<file path="config.mk">
export PLATFORM = sky130hd
export DESIGN_NAME = fifo_req_gen
export DESIGN_NICKNAME = d
export VERILOG_FILES = /design/src/rtl/fifo_req_pkg.sv /design/src/rtl/fifo_req_gen_btn_debounce.sv /design/src/rtl/fifo_req_gen.sv
export SDC_FILE = /design/constraint.sdc
export NUM_CORES = 1
export LEC_CHECK = 0
export CORE_MARGIN = 5
export CORE_UTILIZATION = 37
export DETAILED_ROUTE_END_ITERATION = 7
export DONT_BUFFER_PORTS = 1
export SYNTH_ARGS = -nofsm -noshare
export SYNTH_HDL_FRONTEND = slang
export SYNTH_SLANG_ARGS = --single-unit
</file>
<file path="constraint.sdc">
create_clock -name clk_in -period 3.75 [get_ports clk_in]
set_input_delay 0.375 -clock clk_in [delete_from_list [all_inputs] [get_ports clk_in]]
set_output_delay 0.375 -clock clk_in [all_outputs]
set_load 0.005 [all_outputs]
</file>
<file path="src/rtl/fifo_req_pkg.sv">
// rtl/fifo_req_pkg.sv - shared state encodings, counter sizing helper and drop counter width for fifo_req_gen
package fifo_req_pkg;

    typedef enum logic [1:0] {
        IDLE    = 2'd0,
        DEB_ON  = 2'd1,
        HELD    = 2'd2,
        DEB_OFF = 2'd3
    } btn_state_t;

    localparam int DROP_CNT_W = 8;

    // Width needed to hold 0..v-1; never narrower than one bit.
    function automatic int clog2(input int v);
        int r;
        for (r = 0; (1 << r) < v; r++) begin
        end
        return (r < 1) ? 1 : r;
    endfunction

endpackage

</file>
<file path="src/rtl/fifo_req_gen_btn_debounce.sv">
// rtl/fifo_req_gen_btn_debounce.sv - button synchroniser + debounce FSM emitting one strobe per press (FIFO_REQ_AUTOREPEAT_EN adds repeats)
module btn_debounce
    import fifo_req_pkg::*;
#(
    parameter int DEB_CYCLES    = 50000,
    parameter int REPEAT_CYCLES = 500000
) (
    input  logic clk_in,
    input  logic rst_n,
    input  logic btn,
    output logic strobe
);

    localparam int                CNT_W    = clog2(DEB_CYCLES);
    localparam logic [CNT_W-1:0]  CNT_LAST = CNT_W'(DEB_CYCLES - 1);

    logic [1:0]       sync;
    logic             btn_s;
    btn_state_t       state;
    logic [CNT_W-1:0] cnt;

    assign btn_s = sync[1];

`ifdef FIFO_REQ_AUTOREPEAT_EN
    localparam int                REP_W    = clog2(REPEAT_CYCLES);
    localparam logic [REP_W-1:0]  REP_LAST = REP_W'(REPEAT_CYCLES - 1);
    logic [REP_W-1:0] rep_cnt;
`endif

    always_ff @(posedge clk_in or negedge rst_n) begin
        if (!rst_n) begin
            sync   <= '0;
            state  <= IDLE;
            cnt    <= '0;
            strobe <= 1'b0;
`ifdef FIFO_REQ_AUTOREPEAT_EN
            rep_cnt <= '0;
`endif
        end else begin
            sync   <= {sync[0], btn};
            strobe <= 1'b0;
`ifdef FIFO_REQ_AUTOREPEAT_EN
            if (state != HELD) begin
                rep_cnt <= '0;
            end
`endif
            case (state)
                IDLE: begin
                    if (btn_s) begin
                        cnt   <= '0;
                        state <= DEB_ON;
                    end
                end
                DEB_ON: begin
                    if (!btn_s) begin
                        state <= IDLE;
                    end else if (cnt + CNT_W'(1) == CNT_LAST) begin
                        strobe <= 1'b1;
                        state  <= HELD;
                    end else begin
                        cnt <= cnt + CNT_W'(1);
                    end
                end
                HELD: begin
                    if (!btn_s) begin
                        cnt   <= '0;
                        state <= DEB_OFF;
                    end
`ifdef FIFO_REQ_AUTOREPEAT_EN
                    else if (rep_cnt == REP_LAST) begin
                        strobe  <= 1'b1;
                        rep_cnt <= '0;
                    end else begin
                        rep_cnt <= rep_cnt + REP_W'(1);
                    end
`endif
                end
                DEB_OFF: begin
                    if (btn_s) begin
                        state <= HELD;
                    end else if (cnt + CNT_W'(1) == CNT_LAST) begin
                        state <= IDLE;
                    end else begin
                        cnt <= cnt + CNT_W'(1);
                    end
                end
                default: state <= IDLE;
            endcase
        end
    end

endmodule

</file>
<file path="src/rtl/fifo_req_gen.sv">
// rtl/fifo_req_gen.sv - debounced, full/empty-gated FIFO write/read request generator (optional FIFO_REQ_AUTOREPEAT_EN)
module fifo_req_gen
    import fifo_req_pkg::*;
#(
    parameter int DEB_CYCLES    = 50000,
    parameter int REPEAT_CYCLES = 500000,
    parameter int DW            = 4
) (
    input  logic                  clk_in,
    input  logic                  reset,
    input  logic                  write,
    input  logic                  read,
    input  logic [DW-1:0]         din,
    input  logic                  full,
    input  logic                  empty,
    output logic                  wr_en,
    output logic                  rd_en,
    output logic [DW-1:0]         din_q,
    output logic [DROP_CNT_W-1:0] wr_drop_cnt,
    output logic [DROP_CNT_W-1:0] rd_drop_cnt
);

    localparam logic [DROP_CNT_W-1:0] DROP_MAX = '1;

    logic          rst_meta;
    logic          rst_n;
    logic [DW-1:0] din_m;
    logic [DW-1:0] din_s;
    logic          wr_strb;
    logic          rd_strb;

    // Reset asserts immediately but releases only after two clean clk_in edges.
    always_ff @(posedge clk_in or negedge reset) begin
        if (!reset) begin
            rst_meta <= 1'b0;
            rst_n    <= 1'b0;
        end else begin
            rst_meta <= 1'b1;
            rst_n    <= rst_meta;
        end
    end

    btn_debounce #(.DEB_CYCLES(DEB_CYCLES), .REPEAT_CYCLES(REPEAT_CYCLES)) u_wr_deb (
        .clk_in (clk_in),
        .rst_n  (rst_n),
        .btn    (write),
        .strobe (wr_strb)
    );

    btn_debounce #(.DEB_CYCLES(DEB_CYCLES), .REPEAT_CYCLES(REPEAT_CYCLES)) u_rd_deb (
        .clk_in (clk_in),
        .rst_n  (rst_n),
        .btn    (read),
        .strobe (rd_strb)
    );

    always_ff @(posedge clk_in or negedge rst_n) begin
        if (!rst_n) begin
            din_m       <= '0;
            din_s       <= '0;
            wr_en       <= 1'b0;
            rd_en       <= 1'b0;
            din_q       <= '0;
            wr_drop_cnt <= '0;
            rd_drop_cnt <= '0;
        end else begin
            din_m <= din;
            din_s <= din_m;
            wr_en <= 1'b0;
            rd_en <= 1'b0;
            if (wr_strb) begin
                if (!full) begin
                    wr_en <= 1'b1;
                    din_q <= din_s;
                end else if (wr_drop_cnt != DROP_MAX) begin
                    wr_drop_cnt <= wr_drop_cnt + DROP_CNT_W'(1);
                end
            end
            if (rd_strb) begin
                if (!empty) begin
                    rd_en <= 1'b1;
                end else if (rd_drop_cnt != DROP_MAX) begin
                    rd_drop_cnt <= rd_drop_cnt + DROP_CNT_W'(1);
                end
            end
        end
    end

endmodule
</file>
After elaboration in Yosys (flattened, before gate mapping)
Cells that the tools add are included.

operators by class
  div/mod/pow operators = 0
  magnitude comparators = 0
  reductions and logical operators = 9
  add/sub/neg operators = 4
  shift-type cells = 0
  multiply operators = 0
  equality and inequality tests = 22
  muxes and demuxes = 36
  bitwise logic cells = 1

operators with widths
  cell                                                                     count
  16-bit two-way mux                                                       10
  16-bit case mux with 4 select lines                                      2
  16-bit by 1-bit adder with 16-bit output, second input constant          2
  16-bit == test, second input constant                                    2
  2-bit two-way mux                                                        12
  8-bit by 1-bit adder with 8-bit output, second input constant            2
  8-bit inequality test, second input constant                             2
  2-bit case mux with 4 select lines                                       2
  4-bit AND reduction                                                      4
  1-bit two-way mux                                                        10
  2-bit == test, second input constant                                     4
  2-bit by 1-bit inequality test with 1-bit output, second input constant  4
  2-bit inequality test, second input constant                             4
  3-bit by 1-bit inequality test with 1-bit output, second input constant  2
  3-bit inequality test, second input constant                             2
  3-bit AND reduction                                                      2
  2-bit by 1-bit == test with 1-bit output, second input constant          2
  2-bit logical NOT                                                        2
  2-bit AND reduction                                                      1
  1-bit inverter                                                           1

storage, ports and cells
  ROM bits = 0
  register bits = 74
  memories kept = 0
  output and inout bits = 22
  word-level logic and storage cells = 89
  bits in writable memories = 0
  bits of input ports = 10
  bits in latches = 0

Depth between registers and ports, before layout
Gate-level depths: netlist of run 1.

  depth after elaboration = 5
  depth in mapped cells = 10
  depth with buffers taken out = 8

Hierarchy
Synthesis of run 1 repeated with hierarchy kept, for this count alone.

second synthesis, totals
  cell total of the unflattened synthesis = 425
  area total of the unflattened synthesis = 4076.4 um^2

modules (own cells, without submodules)
  module        cells each  area each (um^2)  times used
  btn_debounce  164         1402.6            2
  fifo_req_gen  97          1271.2            1

Worst setup path before layout of run 1
OpenSTA, ideal clock, no wires.

  path type = flip-flop to flip-flop
  start point = reg u_rd_deb.cnt[1]
  end point = reg u_rd_deb.cnt[11]
  stages on the path, launching flop included = 9
  period minus slack after synthesis = 2.524 ns
  data arrival time = 2.403 ns
  library setup time = 0.121 ns
  buffers on the path = 0
  slack = 1.226 ns
  cells stage by stage = dfrtp_1 > ha_1 > nand4_4 > nor4_4 > xnor2_1 > or4_4 > o31ai_4 > o21ai_1 > a22o_1

on the way
  cells in the longest elaborated chain, start to end = 5
  elaborated cells on any way between the ends = 6
  those cells by class = add/sub (1); eq/ne (1); mux (4)

ends and longest elaborated chain
  item                                          line                                                              source
  from (decl)                                   fifo_req_gen_btn_debounce.sv:20                                   logic [CNT_W-1:0] cnt;
  from (signal assigned)                        fifo_req_gen_btn_debounce.sv:61                                   cnt <= cnt + CNT_W'(1);
  from (signal assigned)                        fifo_req_gen_btn_debounce.sv:84                                   cnt <= cnt + CNT_W'(1);
  16-bit by 1-bit adder with 16-bit output (*)  n/a
  16-bit == test                                fifo_req_gen_btn_debounce.sv:57, fifo_req_gen_btn_debounce.sv:81
  16-bit two-way mux (*)                        fifo_req_gen_btn_debounce.sv:57, fifo_req_gen_btn_debounce.sv:81
  16-bit two-way mux (on tied branches)         fifo_req_gen_btn_debounce.sv:79, fifo_req_gen_btn_debounce.sv:55
  16-bit case mux with 4 select lines (*)       fifo_req_gen_btn_debounce.sv:47                                   case (state)

Every way passes the cells marked *; elsewhere a longest branch is shown, timed or not. The select of a mux whose other input is x is not followed.
A chain may end at the register's enable or synchronous reset.

Worst setup path after layout of run 1
Ends and elaborated chain as after synthesis.

==> flow_summary.toml, run 1 <==
[logic_synthesis]
synth_mux_area_share_pct = 4.152
synth-compound-area-share_pct = 13.17
ys_types = 65
yosys.area_share.simple_pct = 22.35
async_flop_share_pct = 100.0
syn_avg_cell_area_um2 = 10.34
synthFlopType = "dfrtp_1"
synth_xor_area_share_pct = 5.676
postSynthCellCount = 373
synth_top_family_by_area = "simple AND/OR/NAND/NOR gates"
netlist_area_um2 = 3857
yosysWarningCount = 0
synth_nets = 389
yosys_register_bits = 74
synth_adder_area_share_pct = 1.946
seq_area_frac_synth_pct = 48.01
synth_edf_count = 0

[sta]
fmax_mhz = 326.7
max_slew.worst_pin.slew_ns = 0.7585
timing.setup.tns_ns = 0
rsz0062_at_grt = "no"
final.setup_skew_ns = 0.01249
layout_min_cycle_time_ns = 3.061
slew_violations = 0
report.final.hold_viol_count = 0
setup_violations = 0
timing.final.crit_share_pct = 81.62
maxSlewHeadroom_pct = 49.07

[route]
drt_first_pass_iters = 4
met2RoutedLength_um = 3624
met3_length_um = 320
vias = 2759
routed_wl_um = 7491
wl_met1_um = 3409
top_layer_used = "met4"
ant_nets = 0
drt-initial-drc-count = 202
drc = 0
viasPerCell = 5.399
wl_per_cell_um = 14.66

[run_status]
status = "finished, final reports clean"

[die]
start_util_pct = 37.70
ios = 32
fp.dieArea_um2 = 12570
core_area_um2 = 10230
fp.dieH_um = 112.1
fp.dieW_um = 112.1
rows = 37

[pwr]
p_leak_nw = 1.756
power.switching_w = 0.0003841
p_clk_share_pct = 39.0
swShare_pct = 24.68
ir_worst_vdd_v = 0.0002233
power_frac_comb_pct = 5.0
p_per_area_nw_per_um2 = 377.2
p_seq_share_pct = 55.9
p_int_w = 0.001172

[setup_path]
reg2reg_depth = 8
crit_path_max_fanout = 16
regToRegStartpoint = "u_rd_deb.cnt[1]$_DFFE_PN0P_"
cp_data_required_time_ns = 3.98
reg2reg_slack_ns = 0.69
worstSetupPathType = "flop to flop"
reg2reg_to = "u_rd_deb.cnt[11]$_DFFE_PN0P_"
cp-end-kind = "flop"
start_kind = "flop"
cp_data_arrival_time_ns = 3.29

[clock_network]
cts_tree = "yes"
cts_resized = 0
clkLatencyLatePin_ns = 0.34
path_clk_slew_ns = 0.08
htreeDepth = 3
root_buffer = "clkbuf_8"
cts.path.max_buffers = 2
post_cts_buffers = 0
clock_sinks = 74
numCtsBuffers = 9

[placement]
hpwl_um = 5257
place_inst = 495
gp_congestion = 0.8891
dpl_cell_area_um2 = 3923
io_buffers = 0

[global_route]
grt_use_total_pct = 12.67
grt_overflow = 0
grt_pass1_wl_um = 13010
grt_pass1_vias = 2583
antenna_found_initial = 0
grt_max_degree = 45

[flow_run]
drv_cap = 0

[min_path]
min_path_cells = 0
min_to = "din_m[2]$_DFF_PN0_"
hp-class = "input port to flop"
hold_start = "din[2]"

[finish]
n_fill_cell = 994
final-instance-count-excl-fill = 511
final_util_pct = 40.32
antenna_cells = 0
fin_nets = 387
area_growth_pct = 6.941
design_area_um2 = 4125
drive_gt1_share_pct = 13.07
==> through the flow <==
stage | setup slack [ns] | hold slack, ns | power [W]
detailed placement | 0.6952 | 0.07947 | 0.0009650
CTS | 0.6642 | 0.03535 | 0.001580
global route | 0.4807 | 0.02077 | 0.001634
finish | 0.6893 | 0.05804 | 0.001556
global placement | 0.7617 | 0.07947 | 0.0009611
floorplan | 1.226 | 0.07941 | 0.0009541
==> critical path, cell delays in order (launching register included) <==
cell and delay [ns]:
dfrtp_1 0.47, ha_1 0.33, nand4_4 0.17, nor4_4 0.29, xnor2_1 0.11, or4_4 0.55
o31ai_4 0.66, o21ai_1 0.15, a22o_1 0.20
==> worst max-delay path by stage <==
stage,start,endpoint,slack (ns)
floorplan,u_rd_deb.cnt[1]$_DFFE_PN0P_,u_rd_deb.cnt[11]$_DFFE_PN0P_,1.23
global placement,u_rd_deb.cnt[1]$_DFFE_PN0P_,u_rd_deb.cnt[11]$_DFFE_PN0P_,0.76
detailed placement,u_rd_deb.cnt[1]$_DFFE_PN0P_,u_rd_deb.cnt[11]$_DFFE_PN0P_,0.70
CTS,u_rd_deb.cnt[3]$_DFFE_PN0P_,u_rd_deb.cnt[11]$_DFFE_PN0P_,0.66
global route,u_rd_deb.cnt[1]$_DFFE_PN0P_,u_rd_deb.cnt[11]$_DFFE_PN0P_,0.48
finish,u_rd_deb.cnt[1]$_DFFE_PN0P_,u_rd_deb.cnt[11]$_DFFE_PN0P_,0.69
==> cells by family after synthesis <==
logic type,Yosys count
AOI/OAI and AO/OA,71
xor gates and xnor gates,25
adders and majority gates,6
buffers and inverters,29
DFF,74
muxes,15
other,1
and+or+nand+nor,152
==> state kept, by name, summed over array words and instances (netlist names), named ones only <==
name             flops
u_rd_deb.cnt        16
u_wr_deb.cnt        16
rd_drop_cnt          8
wr_drop_cnt          8
din_m                4
din_q                4
din_s                4
u_rd_deb.sync        2
u_wr_deb.sync        2
rd_en                1
rst_meta             1
rst_n                1
u_rd_deb.state       1
u_rd_deb.strobe      1
u_wr_deb.state       1
u_wr_deb.strobe      1
wr_en                1
==> repair_timing <==
item,CTS,global route
endpoints found under the hold margin,2,0
hold buffers,1,0
endpoints found under the setup margin,0,0
==> synth_stat cells (all sizes together), types with 3 or more instances <==
cell    instances  area share, %
nand2b          3           0.49
a21oi          11            1.4
mux2i           7            1.8
nor3           10            1.3
nand3b          3           0.58
a22o            7            1.6
o31ai          10            2.3
nand3          22            3.4
dfrtp          74             48
nor2b           4           0.65
nand2          46            4.5
clkbuf         14            2.7
ha              6            1.9
xnor2          14            3.2
nand4          15            3.0
mux2            8            2.3
inv            10           0.97
and4            4           0.94
nor2           17            1.7
or4             6            1.3
o41ai           3           0.68
o21ai          21            3.0
nor4            9            2.0
buf             4           0.84
xor2           11            2.5
==> cell type report <==
| type | count | area, um2 | share of cell area [%] |
|---|---|---|---|
| repair buffers | 5 | 40.04 | 0.9706 |
| clock buffers | 10 | 137.6 | 3.336 |
| flip-flops and latches | 74 | 1853 | 44.92 |
| well taps | 136 | 170.2 | 4.125 |
| clock inverters | 5 | 55.05 | 1.335 |
| inverters | 11 | 41.29 | 1.001 |
| multi-input cells | 270 | 1828 | 44.31 |
==> per-layer routing <==
metal / track usage [%] / vias to the layer above
li1: - / 1351
met5: 0 / -
met4: 5.369 / 0
met1: 16.31 / 1343
met3: 3.504 / 9
met2: 20.06 / 56
==> cell usage in the layout, fill, tap and decap left out, drive strengths merged, types with 4 or more instances in the layout <==
cell	instances
buf	4
mux2	8
nor2b	4
a21oi	11
and4	4
nand2	46
nor2	17
a22o	7
clkbuf	10
or4	6
nor4	9
o31ai	10
xor2	11
o21ai	21
mux2i	7
dfrtp	74
ha	6
inv	10
nand4	15
nand3	22
nor3	10
xnor2	14
==> power by group through the flow <==
stage	clock network (W)	registers, W	logic [W]
floorplan	0	0.000865	0.0000887
detailed placement	0	0.000887	0.0000784
global route	0.000667	0.000877	0.0000895
global placement	0	0.000884	0.0000773
finish	0.000608	0.000871	0.0000780
CTS	0.000629	0.000871	0.0000794
No activity file was read; power rests on OpenSTA's default activity.
==> inputs of run 2 (changes only) <==
==> constraint.sdc (replaced) <==
create_clock -name clk_in -period 3.1 [get_ports clk_in]
set_input_delay 0.31 -clock clk_in [delete_from_list [all_inputs] [get_ports clk_in]]
set_output_delay 0.31 -clock clk_in [all_outputs]
set_load 0.005 [all_outputs]
==> flow_summary.toml, run 2 (synthesized netlist as in run 1, its figures left out) <==
[placement]
hpwl_um = 5361
place_inst = 499
dpl_cell_area_um2 = 3953
gp_congestion = 0.8347
place_ws_ns = 0.3527
io_buffers = 0

[global_route]
grt_max_degree = 39
antenna_found_initial = 0
grt_pass1_wl_um = 13650
grt_use_total_pct = 13.15
grt_pass1_vias = 2791
grt_overflow = 0

[setup_path]
worstSetupPathType = "flop to flop"
regToRegStartpoint = "u_rd_deb.cnt[1]$_DFFE_PN0P_"
cp-startpoint = "u_rd_deb.cnt[1]$_DFFE_PN0P_"
cp_data_required_time_ns = 3.40
start_kind = "flop"
crit_path_max_fanout = 11
cp-end-kind = "flop"
cp_data_arrival_time_ns = 3.05

[route]
drt-initial-drc-count = 199
viasPerCell = 5.322
ant_nets = 0
routed_wl_um = 7523
drt_first_pass_iters = 5
drc = 0
vias = 2778
wl_per_cell_um = 14.41

[sta]
fmax_mhz = 363.4
fin_ws_ns = 0.3479
rsz0062_at_grt = "no"
slew_violations = 0
maxSlewHeadroom_pct = 46.14
final.setup_skew_ns = 0.008504
timing.setup.tns_ns = 0
setup_violations = 0
report.final.hold_viol_count = 0
max_slew.worst_pin.slew_ns = 0.8078
layout_min_cycle_time_ns = 2.752
timing.final.crit_share_pct = 88.78

[pwr]
power_frac_comb_pct = 5.1
p_clk_share_pct = 41.9
p_seq_share_pct = 53.0
ir_worst_vdd_v = 0.0003393
swShare_pct = 24.87
p_leak_nw = 1.812
p_int_w = 0.001497
power.switching_w = 0.0004956
p_per_area_nw_per_um2 = 469.0

[die]
ios = 32
fp.dieArea_um2 = 12570
fp.dieW_um = 112.1
start_util_pct = 37.70
fp.dieH_um = 112.1
rows = 37
core_area_um2 = 10230

[finish]
reg_top3 = "u_rd_deb.cnt x16, u_wr_deb.cnt x16"
antenna_cells = 0
final-instance-count-excl-fill = 522
area_growth_pct = 10.12
n_fill_cell = 990
multiInputGateArea_um2 = 1828
ff_latch_area_um2 = 1853
fin_nets = 397
drive_gt1_share_pct = 13.99
final_util_pct = 41.52
design_area_um2 = 4248
final_cell_mix = "dfrtp_1 (73), nand2_1 (46), nand3_1 (19)"
layout_commonest_cell = "dfrtp_1"

[clock_network]
hold_buffers = 7
root_buffer = "clkbuf_8"
cts.path.max_buffers = 2
clkLatencyLatePin_ns = 0.35
clock_sinks = 74
numCtsBuffers = 9
post_cts_buffers = 0
path_clk_slew_ns = 0.08
cts_tree = "yes"
cts_resized = 0
htreeDepth = 3

[min_path]
hp-class = "input port to flop"
hold_start = "empty"

[flow_run]
drv_cap = 0

[run_status]
status = "finished, final reports clean"
==> run 2: final timing paths <==
kind	end	slack (ns)	depth (start not counted)
setup / recovery	u_rd_deb.cnt[3]$_DFFE_PN0P_	0.35	9
hold / removal	rd_en$_DFF_PN0_	0.03	1
setup reg to reg	u_rd_deb.cnt[3]$_DFFE_PN0P_	0.35	9
hold reg to reg	din_s[3]$_DFF_PN0_	0.35	0
max in group asynchronous	rd_drop_cnt[1]$_DFFE_PN0P_	1.98	1
min in group asynchronous	rst_meta$_DFF_PN0_	0.19	1
==> run 2: layer usage <==
metal,vias to the layer above,track usage (%),share of wire [%]
li1,1385,-,-
met1,1332,17.05,48
met2,47,20.30,46
met3,14,3.720,3.9
met4,0,6.250,2.0
met5,-,0,0
==> run 2: critical path, cell delays in order, from the launching register on <==
cell and delay [ns]:
dfrtp_1 0.48, ha_1 0.33, nand4_4 0.17, nor2_1 0.21
a311oi_1 0.13, a211oi_2 0.36, o31ai_4 0.11, buf_4 0.18
or4_2 0.62, nand3_2 0.09
==> run 2: cell type report <==
cell class,instances,share of cell area [%]
Tap cell,136,4.006
Sequential cell,74,43.62
Multi-Input combinational cell,270,43.03
Clock buffer,9,2.916
Timing Repair Buffer,15,3.063
Clock inverter,7,2.386
Inverter,11,0.9720
==> run 2: power by group through the flow <==
| stage | sequential [W] | combinational, W | clock, W |
|---|---|---|---|
| 2_1_floorplan | 0.00105 | 0.000107 | 0 |
| 3_3_place_gp | 0.00107 | 0.0000941 | 0 |
| 3_5_place_dp | 0.00107 | 0.0000964 | 0 |
| 4_1_cts | 0.00106 | 0.000104 | 0.000870 |
| 5_1_grt | 0.00107 | 0.000118 | 0.000917 |
| 6_report | 0.00106 | 0.000101 | 0.000834 |
==> run 2: per-stage QoR <==
stage          hold WS (ns)  total power [W]
6_report            0.03163         0.001992
5_1_grt            0.005739         0.002101
4_1_cts            0.009151         0.002030
3_5_place_dp        0.01448         0.001171
3_3_place_gp        0.01447         0.001167
2_1_floorplan       0.01441         0.001154
==> inputs of run 3 (changes only) <==
--- a/config.mk
+++ b/config.mk
@@ -6,9 +6,10 @@
 export NUM_CORES = 1
 export LEC_CHECK = 0
 export CORE_MARGIN = 5
-export CORE_UTILIZATION = 37
+export CORE_UTILIZATION = 63
 export DETAILED_ROUTE_END_ITERATION = 7
 export DONT_BUFFER_PORTS = 1
+export PLACE_DENSITY = 0.79
 export SYNTH_ARGS = -nofsm -noshare
 export SYNTH_HDL_FRONTEND = slang
 export SYNTH_SLANG_ARGS = --single-unit
==> flow_summary.toml, run 3 (synthesized netlist as in run 1, its figures left out) <==
[clock_network]
clkLatencyLatePin_ns = 0.35
htreeDepth = 3
root_buffer = "clkbuf_8"
path_clk_slew_ns = 0.08
numCtsBuffers = 9
cts.path.max_buffers = 2
cts_resized = 0
clock_sinks = 74
cts_tree = "yes"

[setup_path]
cp_data_arrival_time_ns = 3.13
cp_data_required_time_ns = 3.39
path_cells = "nand4_2, or2_2, a311oi_1, or4_4, o31ai_4, buf_4, or4_2, nand3_2"
worstSetupPathType = "flop to flop"
start_kind = "flop"
cp-end-kind = "flop"
cp_slowest_stage_delay_ns = 0.62
crit_path_max_fanout = 10
slowest_stage = "or4_2"

[finish]
final_util_pct = 70.79
drive_gt1_share_pct = 13.95
design_area_um2 = 4192
area_growth_pct = 8.660
final-instance-count-excl-fill = 462
reg_top3 = "u_rd_deb.cnt x16, u_wr_deb.cnt x16"
layout_commonest_cell = "dfrtp_1"
antenna_cells = 0
fin_nets = 398
final_cell_mix = "dfrtp_1 (73), nand2_1 (46), nand3_1 (19)"

[placement]
gp_congestion = 0.9725
io_buffers = 0
hpwl_um = 5130
place_inst = 438
dpl_cell_area_um2 = 3876

[die]
ios = 32
start_util_pct = 65.15
rows = 28
core_area_um2 = 5921
fp.dieArea_um2 = 7788
fp.dieW_um = 88.25
fp.dieH_um = 88.25

[route]
wl_per_cell_um = 16.31
routed_wl_um = 7537
vias = 2846
drt_first_pass_iters = 4
drt-initial-drc-count = 176
viasPerCell = 6.160
ant_nets = 0
drc = 0

[sta]
slew_violations = 0
fmax_mhz = 351.8
setup_violations = 0
rsz0062_at_grt = "no"
timing.final.crit_share_pct = 91.70
maxSlewHeadroom_pct = 46.73
final.setup_skew_ns = 0.01266
hold_ws_ns = 0.1227
timing.setup.tns_ns = 0
max_slew.worst_pin.slew_ns = 0.7933
layout_min_cycle_time_ns = 2.843
report.final.hold_viol_count = 0

[pwr]
ir_worst_vdd_v = 0.0003450
p_leak_nw = 1.829
p_per_area_nw_per_um2 = 483.9

[run_status]
status = "finished, final reports clean"

[global_route]
grt_overflow = 0
grt_pass1_vias = 2746
grt_use_total_pct = 21.64
grt_max_degree = 34
grt_pass1_wl_um = 13030
antenna_found_initial = 0

[flow_run]
drv_cap = 0

[min_path]
hp-class = "input port to flop"
[run 3: final cells by class]
| type | instances | area, um2 |
|---|---|---|
| Timing Repair Buffer | 16 | 140.1 |
| Multi-Input combinational cell | 270 | 1828 |
| Inverter | 11 | 41.29 |
| Tap cell | 75 | 93.84 |
| Sequential cell | 74 | 1853 |
| Clock buffer | 10 | 137.6 |
| Clock inverter | 6 | 97.59 |
| Fill cell | 419 | 1729 |
[run 3: metal layers]
metal	vias up	track usage [%]	wire length, um
li1	1380	-	-
met5	-	0	0
met1	1391	25.86	3182
met3	14	5.680	301
met4	0	7.967	143
met2	61	37.66	3910
[run 3: path summary, 6_finish.rpt]
kind / from / endpoint / slack, ns / depth (start not counted)
max in group asynchronous: rst_n$_DFF_PN0_ / u_wr_deb.cnt[0]$_DFFE_PN0P_ / 2.22 / 1
min in group asynchronous: rst_n$_DFF_PN0_ / rd_drop_cnt[7]$_DFFE_PN0P_ / 0.16 / 0
min reg2reg: rst_n$_DFF_PN0_ / rd_drop_cnt[7]$_DFFE_PN0P_ / 0.16 / 0
max reg2reg: u_rd_deb.cnt[3]$_DFFE_PN0P_ / u_rd_deb.cnt[3]$_DFFE_PN0P_ / 0.26 / 8
min: full / wr_en$_DFF_PN0_ / 0.12 / 1
max: u_rd_deb.cnt[3]$_DFFE_PN0P_ / u_rd_deb.cnt[3]$_DFFE_PN0P_ / 0.26 / 8
[run 3: through the flow]
| step | total power [W] | setup WS, ns |
|---|---|---|
| 2_1_floorplan | 0.001154 | 0.5759 |
| 3_3_place_gp | 0.001163 | 0.4405 |
| 3_5_place_dp | 0.001171 | 0.2942 |
| 4_1_cts | 0.002041 | 0.2615 |
| 5_1_grt | 0.002109 | 0.09789 |
| 6_report | 0.002028 | 0.2572 |
[run 3: where the power goes]
part	switching (W)	total, W	internal [W]
clock	0.000381	0.000867	0.000486
combinational	0.0000642	0.000110	0.0000459
sequential	0.0000571	0.00105	0.000994
total	0.000502	0.00203	0.00153
[run 3: critical path: cells and delay by family, from the launching register on]
kind | cells | cell delay [ns]
AO/OA/AOI/OAI | 2 | 0.44
AND/OR/NAND/NOR | 5 | 1.62
flip-flops | 1 | 0.55
buffers and inverters | 1 | 0.18
[run 3: timing repair]
item,4_1_cts,5_1_grt
buffers inserted,0,0
endpoints found under the hold margin,8,1
hold buffers,7,1
